<file path="src/rtl/axil_arb2.sv">
// axil_arb2: two-source to one-sink AXI4-Lite arbiter.
// Grants one complete read or write transaction at a time, round-robin
// across sources, write before read within a source. The grant is
// registered; channel handshakes and payload are forwarded combinationally
// from the granted source. Interface bundles are flattened to s0_*, s1_*, m_*.
module axil_arb2 #(
  parameter int DATA_WIDTH = 32,
  parameter int ADDR_WIDTH = 32
) (
  input  logic                    aclk,
  input  logic                    aresetn,
  // source 0
  input  logic                    s0_awvalid,
  output logic                    s0_awready,
  input  logic [ADDR_WIDTH-1:0]   s0_awaddr,
  input  logic [2:0]              s0_awprot,
  input  logic                    s0_wvalid,
  output logic                    s0_wready,
  input  logic [DATA_WIDTH-1:0]   s0_wdata,
  input  logic [DATA_WIDTH/8-1:0] s0_wstrb,
  output logic                    s0_bvalid,
  input  logic                    s0_bready,
  output logic [1:0]              s0_bresp,
  input  logic                    s0_arvalid,
  output logic                    s0_arready,
  input  logic [ADDR_WIDTH-1:0]   s0_araddr,
  input  logic [2:0]              s0_arprot,
  output logic                    s0_rvalid,
  input  logic                    s0_rready,
  output logic [DATA_WIDTH-1:0]   s0_rdata,
  output logic [1:0]              s0_rresp,
  // source 1
  input  logic                    s1_awvalid,
  output logic                    s1_awready,
  input  logic [ADDR_WIDTH-1:0]   s1_awaddr,
  input  logic [2:0]              s1_awprot,
  input  logic                    s1_wvalid,
  output logic                    s1_wready,
  input  logic [DATA_WIDTH-1:0]   s1_wdata,
  input  logic [DATA_WIDTH/8-1:0] s1_wstrb,
  output logic                    s1_bvalid,
  input  logic                    s1_bready,
  output logic [1:0]              s1_bresp,
  input  logic                    s1_arvalid,
  output logic                    s1_arready,
  input  logic [ADDR_WIDTH-1:0]   s1_araddr,
  input  logic [2:0]              s1_arprot,
  output logic                    s1_rvalid,
  input  logic                    s1_rready,
  output logic [DATA_WIDTH-1:0]   s1_rdata,
  output logic [1:0]              s1_rresp,
  // shared downstream slave
  output logic                    m_awvalid,
  input  logic                    m_awready,
  output logic [ADDR_WIDTH-1:0]   m_awaddr,
  output logic [2:0]              m_awprot,
  output logic                    m_wvalid,
  input  logic                    m_wready,
  output logic [DATA_WIDTH-1:0]   m_wdata,
  output logic [DATA_WIDTH/8-1:0] m_wstrb,
  input  logic                    m_bvalid,
  output logic                    m_bready,
  input  logic [1:0]              m_bresp,
  output logic                    m_arvalid,
  input  logic                    m_arready,
  output logic [ADDR_WIDTH-1:0]   m_araddr,
  output logic [2:0]              m_arprot,
  input  logic                    m_rvalid,
  output logic                    m_rready,
  input  logic [DATA_WIDTH-1:0]   m_rdata,
  input  logic [1:0]              m_rresp,
  // status
  output logic [1:0]              gnt,
  output logic                    busy
);

  typedef enum logic [2:0] {IDLE, WR, WR_RESP, RD, RD_DATA} state_e;

  state_e     state_q, state_d;
  logic       sel_q, sel_d;
  logic       rr_ptr_q, rr_ptr_d;
  logic [1:0] gnt_q, gnt_d;
  logic       aw_done_q, aw_done_d;
  logic       w_done_q, w_done_d;

  logic [1:0] wr_req, rd_req, req;
  logic       win;

  // granted-source view (valid only while gnt_q is non-zero)
  logic g_awvalid, g_wvalid, g_bready, g_arvalid, g_rready;
  logic g_awready, g_wready, g_bvalid, g_arready, g_rvalid;

  assign wr_req = {s1_awvalid | s1_wvalid, s0_awvalid | s0_wvalid};
  assign rd_req = {s1_arvalid, s0_arvalid};
  assign req    = wr_req | rd_req;

  assign gnt  = gnt_q;
  assign busy = |gnt_q;

  // Select the control inputs of the currently granted source
  always_comb begin
    g_awvalid = sel_q ? s1_awvalid : s0_awvalid;
    g_wvalid  = sel_q ? s1_wvalid  : s0_wvalid;
    g_bready  = sel_q ? s1_bready  : s0_bready;
    g_arvalid = sel_q ? s1_arvalid : s0_arvalid;
    g_rready  = sel_q ? s1_rready  : s0_rready;
  end

  // State, grant and write-channel completion registers
  always_ff @(posedge aclk or negedge aresetn) begin
    if (!aresetn) begin
      state_q   <= IDLE;
      sel_q     <= 1'b0;
      rr_ptr_q  <= 1'b0;
      gnt_q     <= '0;
      aw_done_q <= 1'b0;
      w_done_q  <= 1'b0;
    end else begin
      state_q   <= state_d;
      sel_q     <= sel_d;
      rr_ptr_q  <= rr_ptr_d;
      gnt_q     <= gnt_d;
      aw_done_q <= aw_done_d;
      w_done_q  <= w_done_d;
    end
  end

  // Arbitration, next state and channel handshake forwarding
  always_comb begin
    state_d   = state_q;
    sel_d     = sel_q;
    rr_ptr_d  = rr_ptr_q;
    gnt_d     = gnt_q;
    aw_done_d = aw_done_q;
    w_done_d  = w_done_q;
    win       = 1'b0;
    m_awvalid = 1'b0;
    m_wvalid  = 1'b0;
    m_bready  = 1'b0;
    m_arvalid = 1'b0;
    m_rready  = 1'b0;
    g_awready = 1'b0;
    g_wready  = 1'b0;
    g_bvalid  = 1'b0;
    g_arready = 1'b0;
    g_rvalid  = 1'b0;
    unique case (state_q)
      IDLE: begin
        if (|req) begin
          win     = (&req) ? rr_ptr_q : req[1];
          sel_d   = win;
          gnt_d   = win ? 2'b10 : 2'b01;
          state_d = wr_req[win] ? WR : RD;
        end
      end
      WR: begin
        // aw and w complete independently in either order; a finished
        // channel is gated off until both are done
        m_awvalid = g_awvalid & ~aw_done_q;
        g_awready = m_awready & ~aw_done_q;
        m_wvalid  = g_wvalid & ~w_done_q;
        g_wready  = m_wready & ~w_done_q;
        aw_done_d = aw_done_q | (m_awvalid & m_awready);
        w_done_d  = w_done_q | (m_wvalid & m_wready);
        if (aw_done_d && w_done_d) begin
          aw_done_d = 1'b0;
          w_done_d  = 1'b0;
          state_d   = WR_RESP;
        end
      end
      WR_RESP: begin
        m_bready = g_bready;
        g_bvalid = m_bvalid;
        if (m_bvalid && g_bready) begin
          state_d  = IDLE;
          rr_ptr_d = ~sel_q;
          gnt_d    = '0;
        end
      end
      RD: begin
        m_arvalid = g_arvalid;
        g_arready = m_arready;
        if (g_arvalid && m_arready) state_d = RD_DATA;
      end
      RD_DATA: begin
        m_rready = g_rready;
        g_rvalid = m_rvalid;
        if (m_rvalid && g_rready) begin
          state_d  = IDLE;
          rr_ptr_d = ~sel_q;
          gnt_d    = '0;
        end
      end
      default: state_d = IDLE;
    endcase
  end

  // Route handshakes and payload to/from the granted source; others see zeros
  always_comb begin
    s0_awready = gnt_q[0] & g_awready;
    s0_wready  = gnt_q[0] & g_wready;
    s0_bvalid  = gnt_q[0] & g_bvalid;
    s0_arready = gnt_q[0] & g_arready;
    s0_rvalid  = gnt_q[0] & g_rvalid;
    s0_bresp   = gnt_q[0] ? m_bresp : '0;
    s0_rresp   = gnt_q[0] ? m_rresp : '0;
    s0_rdata   = gnt_q[0] ? m_rdata : '0;
    s1_awready = gnt_q[1] & g_awready;
    s1_wready  = gnt_q[1] & g_wready;
    s1_bvalid  = gnt_q[1] & g_bvalid;
    s1_arready = gnt_q[1] & g_arready;
    s1_rvalid  = gnt_q[1] & g_rvalid;
    s1_bresp   = gnt_q[1] ? m_bresp : '0;
    s1_rresp   = gnt_q[1] ? m_rresp : '0;
    s1_rdata   = gnt_q[1] ? m_rdata : '0;
    m_awaddr   = gnt_q[1] ? s1_awaddr : (gnt_q[0] ? s0_awaddr : '0);
    m_awprot   = gnt_q[1] ? s1_awprot : (gnt_q[0] ? s0_awprot : '0);
    m_wdata    = gnt_q[1] ? s1_wdata  : (gnt_q[0] ? s0_wdata  : '0);
    m_wstrb    = gnt_q[1] ? s1_wstrb  : (gnt_q[0] ? s0_wstrb  : '0);
    m_araddr   = gnt_q[1] ? s1_araddr : (gnt_q[0] ? s0_araddr : '0);
    m_arprot   = gnt_q[1] ? s1_arprot : (gnt_q[0] ? s0_arprot : '0);
  end

endmodule

</file>
<file path="config.mk">
export PLATFORM = sky130hd
export DESIGN_NAME = axil_arb2
export DESIGN_NICKNAME = d
export VERILOG_FILES = /design/src/rtl/axil_arb2.sv
export SDC_FILE = /design/constraint.sdc
export NUM_CORES = 1
export LEC_CHECK = 0
export CAP_MARGIN = 25
export CORE_AREA = 2 2 178 180
export DETAILED_ROUTE_END_ITERATION = 10
export DIE_AREA = 0 0 180 182
export DONT_BUFFER_PORTS = 1
export PLACE_DENSITY = 0.3
export SETUP_SLACK_MARGIN = 0.15
export SLEW_MARGIN = 5
export SYNTH_ARGS = -nofsm -noshare
export SYNTH_HDL_FRONTEND = slang
export SYNTH_SLANG_ARGS = --single-unit
</file>
<file path="constraint.sdc">
create_clock -name aclk -period 1.6 [get_ports aclk]
set_input_delay 0.16 -clock aclk [delete_from_list [all_inputs] [get_ports aclk]]
set_output_delay 0.16 -clock aclk [all_outputs]
set_load 0.01 [all_outputs]
</file>
# Word-level counts from Yosys, hierarchy flattened

Cells that the tools add are included.

Reduce and logical (&&, ||, !) cells: 14
Equal/unequal tests: 9
Magnitude comparators: 1
Bitwise gates (word level): 24
Muxes and demuxes: 53

Operators by type and width:

| kind               | count |
|---|---|
| $mux 32            | 8 |
| $mux 3             | 9 |
| $mux 1             | 22 |
| $mux 2             | 9 |
| $and 1x1->1        | 16 |
| $pmux 3 s5         | 1 |
| $ne 2x2->1 const B | 5 |
| $mux 4             | 2 |
| $eq 3x2->1 const B | 2 |
| $pmux 2 s3         | 1 |
| $reduce_and 5->1   | 1 |
| $logic_and 1x1->1  | 4 |
| $or 1x1->1         | 4 |
| $reduce_and 2->1   | 2 |
| $reduce_and 4->1   | 1 |
| $reduce_or 2->1    | 2 |
| $eq 3x1->1 const B | 1 |
| $eq 3x3->1 const B | 1 |
| $logic_not 3->1    | 1 |
| $not 1->1          | 3 |
| $reduce_and 3->1   | 1 |
| $reduce_bool 3->1  | 1 |
| $lt 1x2->1 const B | 1 |
| $or 2x2->2         | 1 |
| other kinds (2)    | 2 |

Logic and storage cells: 107
Register bits after elaboration: 9
Output and inout port bits: 196
Bits of input ports: 265

# Depth between registers and ports, before layout

Depth after elaboration: 9
Gate-level depth with buffers: 6
Depth with buffers taken out: 4

# Worst setup path before layout

No wires, ideal clock.

Path kind: register to output
Start point: reg gnt_q[1], in the netlist gnt[1]
End point: out m_araddr[0]
Cell stages (with the launch flop): 5
Buffers on the path: 3
Arrival: 1.306 ns
Data required time: 1.440 ns
Slack: 0.134 ns
Cells stage by stage: dfrtp_1 buf_2 clkbuf_1 clkbuf_1 a22o_1

Word-level cells in the longest chain between the ends: 1

RTL lines:

| what                     | line | text |
|---|---|---|
| start: declaration       | 82   | `logic [1:0] gnt_q, gnt_d;` |
| start signal: assignment | 122  | `gnt_q <= gnt_d;` |
| $mux 32                  | 220  | `m_araddr = gnt_q[1] ? s1_araddr : (gnt_q[0] ? s0_araddr : '0);` |
| end: declaration         | 66   | `output logic [ADDR_WIDTH-1:0] m_araddr,` |

No other way between the ends.

# Final worst setup path

Start point: reg gnt_q[0], in the netlist gnt[0]
End point: out m_awaddr[29]

Word-level cells in the longest chain between the ends: 2

RTL lines:

| what                 | line | text |
|---|---|---|
| $mux 32 (2 in a row) | 216  | `m_awaddr = gnt_q[1] ? s1_awaddr : (gnt_q[0] ? s0_awaddr : '0);` |
| end: declaration     | 55   | `output logic [ADDR_WIDTH-1:0] m_awaddr,` |

No other way between the ends.

==> impl_metrics.py <==
metrics = {
    "min_path": {
        "min_path_cells": 1,
        "hp-class": "input port to flip-flop",
    },
    "setup_path": {
        "cp-start-kind": "flip-flop",
        "cp_slowest_cell": "dfrtp_1",
        "r2r_cells": 4,
        "timing.critical_path.cells": "inv_2 -> nor2_4 -> buf_12 -> buf_16 -> buf_16 -> a22o_4",
        "worstPathRequired_ns": 1.44,
        "max_stage_delay_ns": 0.39,
        "crit_fanout": 13,
        "crit_arrival_ns": 1.46,
        "endpoint_kind": "primary output",
        "path_class": "flip-flop to primary output",
        "cpMostUsedCell": "buf_16",
    },
    "run_status": {
        "violations": "negative setup slack",
        "outcome": "finished, violations left",
    },
    "clock_tree": {
        "numCtsBuffers": 3,
        "path_clk_slew_ns": 0.04,
        "tritoncts": "done",
        "ctsHtreeMaxLevel": 1,
        "root_buffer": "clkbuf_16",
        "clk_latency_ns": 0.23,
        "cts_num_sinks": 9,
        "clock_path_buffers": 2,
    },
    "logic_synthesis": {
        "yosysWarnings": 0,
        "yosys.area.top_type": "a22o_1",
        "postSynthCellCount": 300,
        "synth_area_leaders": "a22o_1, and2_1, dfrtp_1",
        "yosysMostFrequentCell": "a22o_1",
        "synth_flop_cell": "dfrtp_1",
        "synth_compound_area_share_pct": 46.8,
        "ys_ff_latch": 9,
        "synth_area_um2": 2290,
        "synth_edf_count": 0,
        "synth_xor_xnor_area_share_pct": 0,
        "yosysUniqueCellTypes": 40,
        "synth_top_family_by_area": "compound AO/OA/AOI/OAI gates",
        "synthArstFlopShare_pct": 100,
        "synth_commonest_cells": "a22o_1, and2_1, clkbuf_1, and3_1",
        "synth_top_cell_area_share_pct": 40.1,
        "synth_seq_area_share_pct": 9.83,
        "synth_nets": 565,
        "synthSimpleGateAreaFrac_pct": 31.2,
        "synthAdderAreaFrac_pct": 0,
        "synth_mux_area_share_pct": 3.17,
        "synth_area_per_cell_um2": 7.64,
    },
    "drt": {
        "drt_first_pass_iters": 4,
        "viasPerCell": 3.92,
        "first_iter_violations": 121,
        "vias": 2817,
        "ant_nets": 0,
        "wl_per_cell_um": 26.6,
        "drc": 0,
        "wirelength_um": 19100,
    },
    "layout": {
        "nets": 581,
        "fin_area_um2": 4430,
        "final_core_utilization_pct": 14.3,
        "areaGrowthSynthToFinish_pct": 93.3,
        "drive_gt1_share_pct": 58.1,
    },
    "die": {
        "core-area_um2": 31000,
        "die_y_um": 182,
        "ioPinCount": 461,
        "initial_core_util_pct": 7.39,
        "die_w_um": 180,
        "num_rows": 65,
        "dieArea_um2": 32800,
    },
    "global_route": {
        "grt_antenna_before_repair": 3,
        "grtUsageTotal_pct": 9.09,
        "grt.overflow.total": 0,
        "grt_pass1_wl_um": 21200,
        "grt_max_degree": 79,
        "grt_pass1_vias": 2462,
    },
    "sta": {
        "final_max_slew_viol_count": 0,
        "period_share_pct": 101,
        "worst_slew_pin_slew_ns": 0.512,
        "rsz0062_at_grt": "true",
        "layout_setup_ws_ns": -0.0166,
        "setup_violations": 38,
        "final_hold_viol_count": 0,
        "min_period_ns": 1.62,
        "relSlewSlack_pct": 65.6,
        "max_freq_mhz": 619,
        "tns_ns": -0.322,
        "skew_ns": 0.00401,
    },
    "placed_design": {
        "dpl_cell_area_um2": 2730,
        "portBuffers": 0,
        "place_ws_ns": 0.0665,
        "gp_congestion": 0.882,
        "dp_hpwl_um": 13500,
    },
    "pwr": {
        "power_mw": 9.74,
        "leakagePower_nw": 1.76,
        "p_per_area_nw_per_um2": 2200,
        "irDropWorstVdd_mv": 0.716,
    },
    "job": {
        "drv_cap": 0,
    },
}
-- path summary, 6_finish.rpt --
path	startpoint	end	slack, ns
max in group asynchronous	aresetn	gnt[1]	0.91
min	m_arready	state_q[2]	0.11
max reg2reg	sel_q	state_q[1]	0.09
max	gnt[0]	m_awaddr[29]	-0.02
min in group asynchronous	aresetn	rr_ptr_q	0.32
min reg2reg	w_done_q	w_done_q	0.58
-- cell usage in the layout (no fill, tap or decap), types with 2 or more instances in the layout --
master	count
or3_1	2
dfrtp_1	4
dfrtp_2	4
o21ai_0	2
and2_4	4
nor2_1	2
inv_1	3
and3_1	4
buf_4	16
nor3_1	3
o21ai_1	2
buf_6	11
buf_16	11
nor2b_4	2
clkbuf_16	8
a22o_4	92
mux2_4	4
nand3_1	3
nor2_4	4
buf_12	3
and2_1	72
a22o_1	13
nand2_1	7
and3_4	7
-- area by class of cell --
class	count	area [um^2]
fill	3456	26600
multi-input combinational	251	2850
timing repair buffer	47	742
tap	402	503
sequential	9	234
clock buffer	4	78.8
inverter	4	15.0
antenna	1	2.50
-- layer usage --
metal	track usage (%)	wire, um
met5	0	14
met4	1.20	335
met3	1.56	1380
met2	14.9	8920
met1	12.7	8440
-- through the flow --
stage | std cells | hold slack, ns
floorplan | 300 | -0.136
global placement | 676 | -0.135
detailed placement | 676 | -0.135
CTS | 698 | 0.115
global route | 718 | 0.119
finish | 718 | 0.112
-- state kept, by name, summed over array words and instances, names as in the netlist --
register / flops
aw_done_q: 1
gnt: 2
rr_ptr_q: 1
sel_q: 1
state_q: 3
w_done_q: 1
-- power by group --
| part | total, mW | leakage [nW] | internal, mW | switching (mW) |
|---|---|---|---|---|
| Combinational | 8.77 | 1.62 | 4.35 | 4.41 |
| Sequential | 0.529 | 0.103 | 0.353 | 0.177 |
| Clock | 0.445 | 0.0382 | 0.333 | 0.112 |
-- kinds of logic after synthesis --
family,after synthesis
AO/OA/AOI/OAI,125
buffers and inverters,40
multiplexers,6
flip-flops,9
AND/OR/NAND/NOR,120
-- worst max-delay path, delay by kind of cell, from the launching register on --
family	cells	cell delay (ns)
buf+inv	4	0.53
simple gates	1	0.04
flops	1	0.39
compound gates	1	0.24
-- repair_timing --
action                                 4_1_cts  5_1_grt
buffers inserted                             9       11
gates cloned                                 8        8
endpoints found under the hold margin        9        0
pin swaps                                   10       18
gates resized for setup                     88       71
hold buffers                                 1        0
setup endpoints to repair                  126      166
Power figures use the tool's default switching activity.
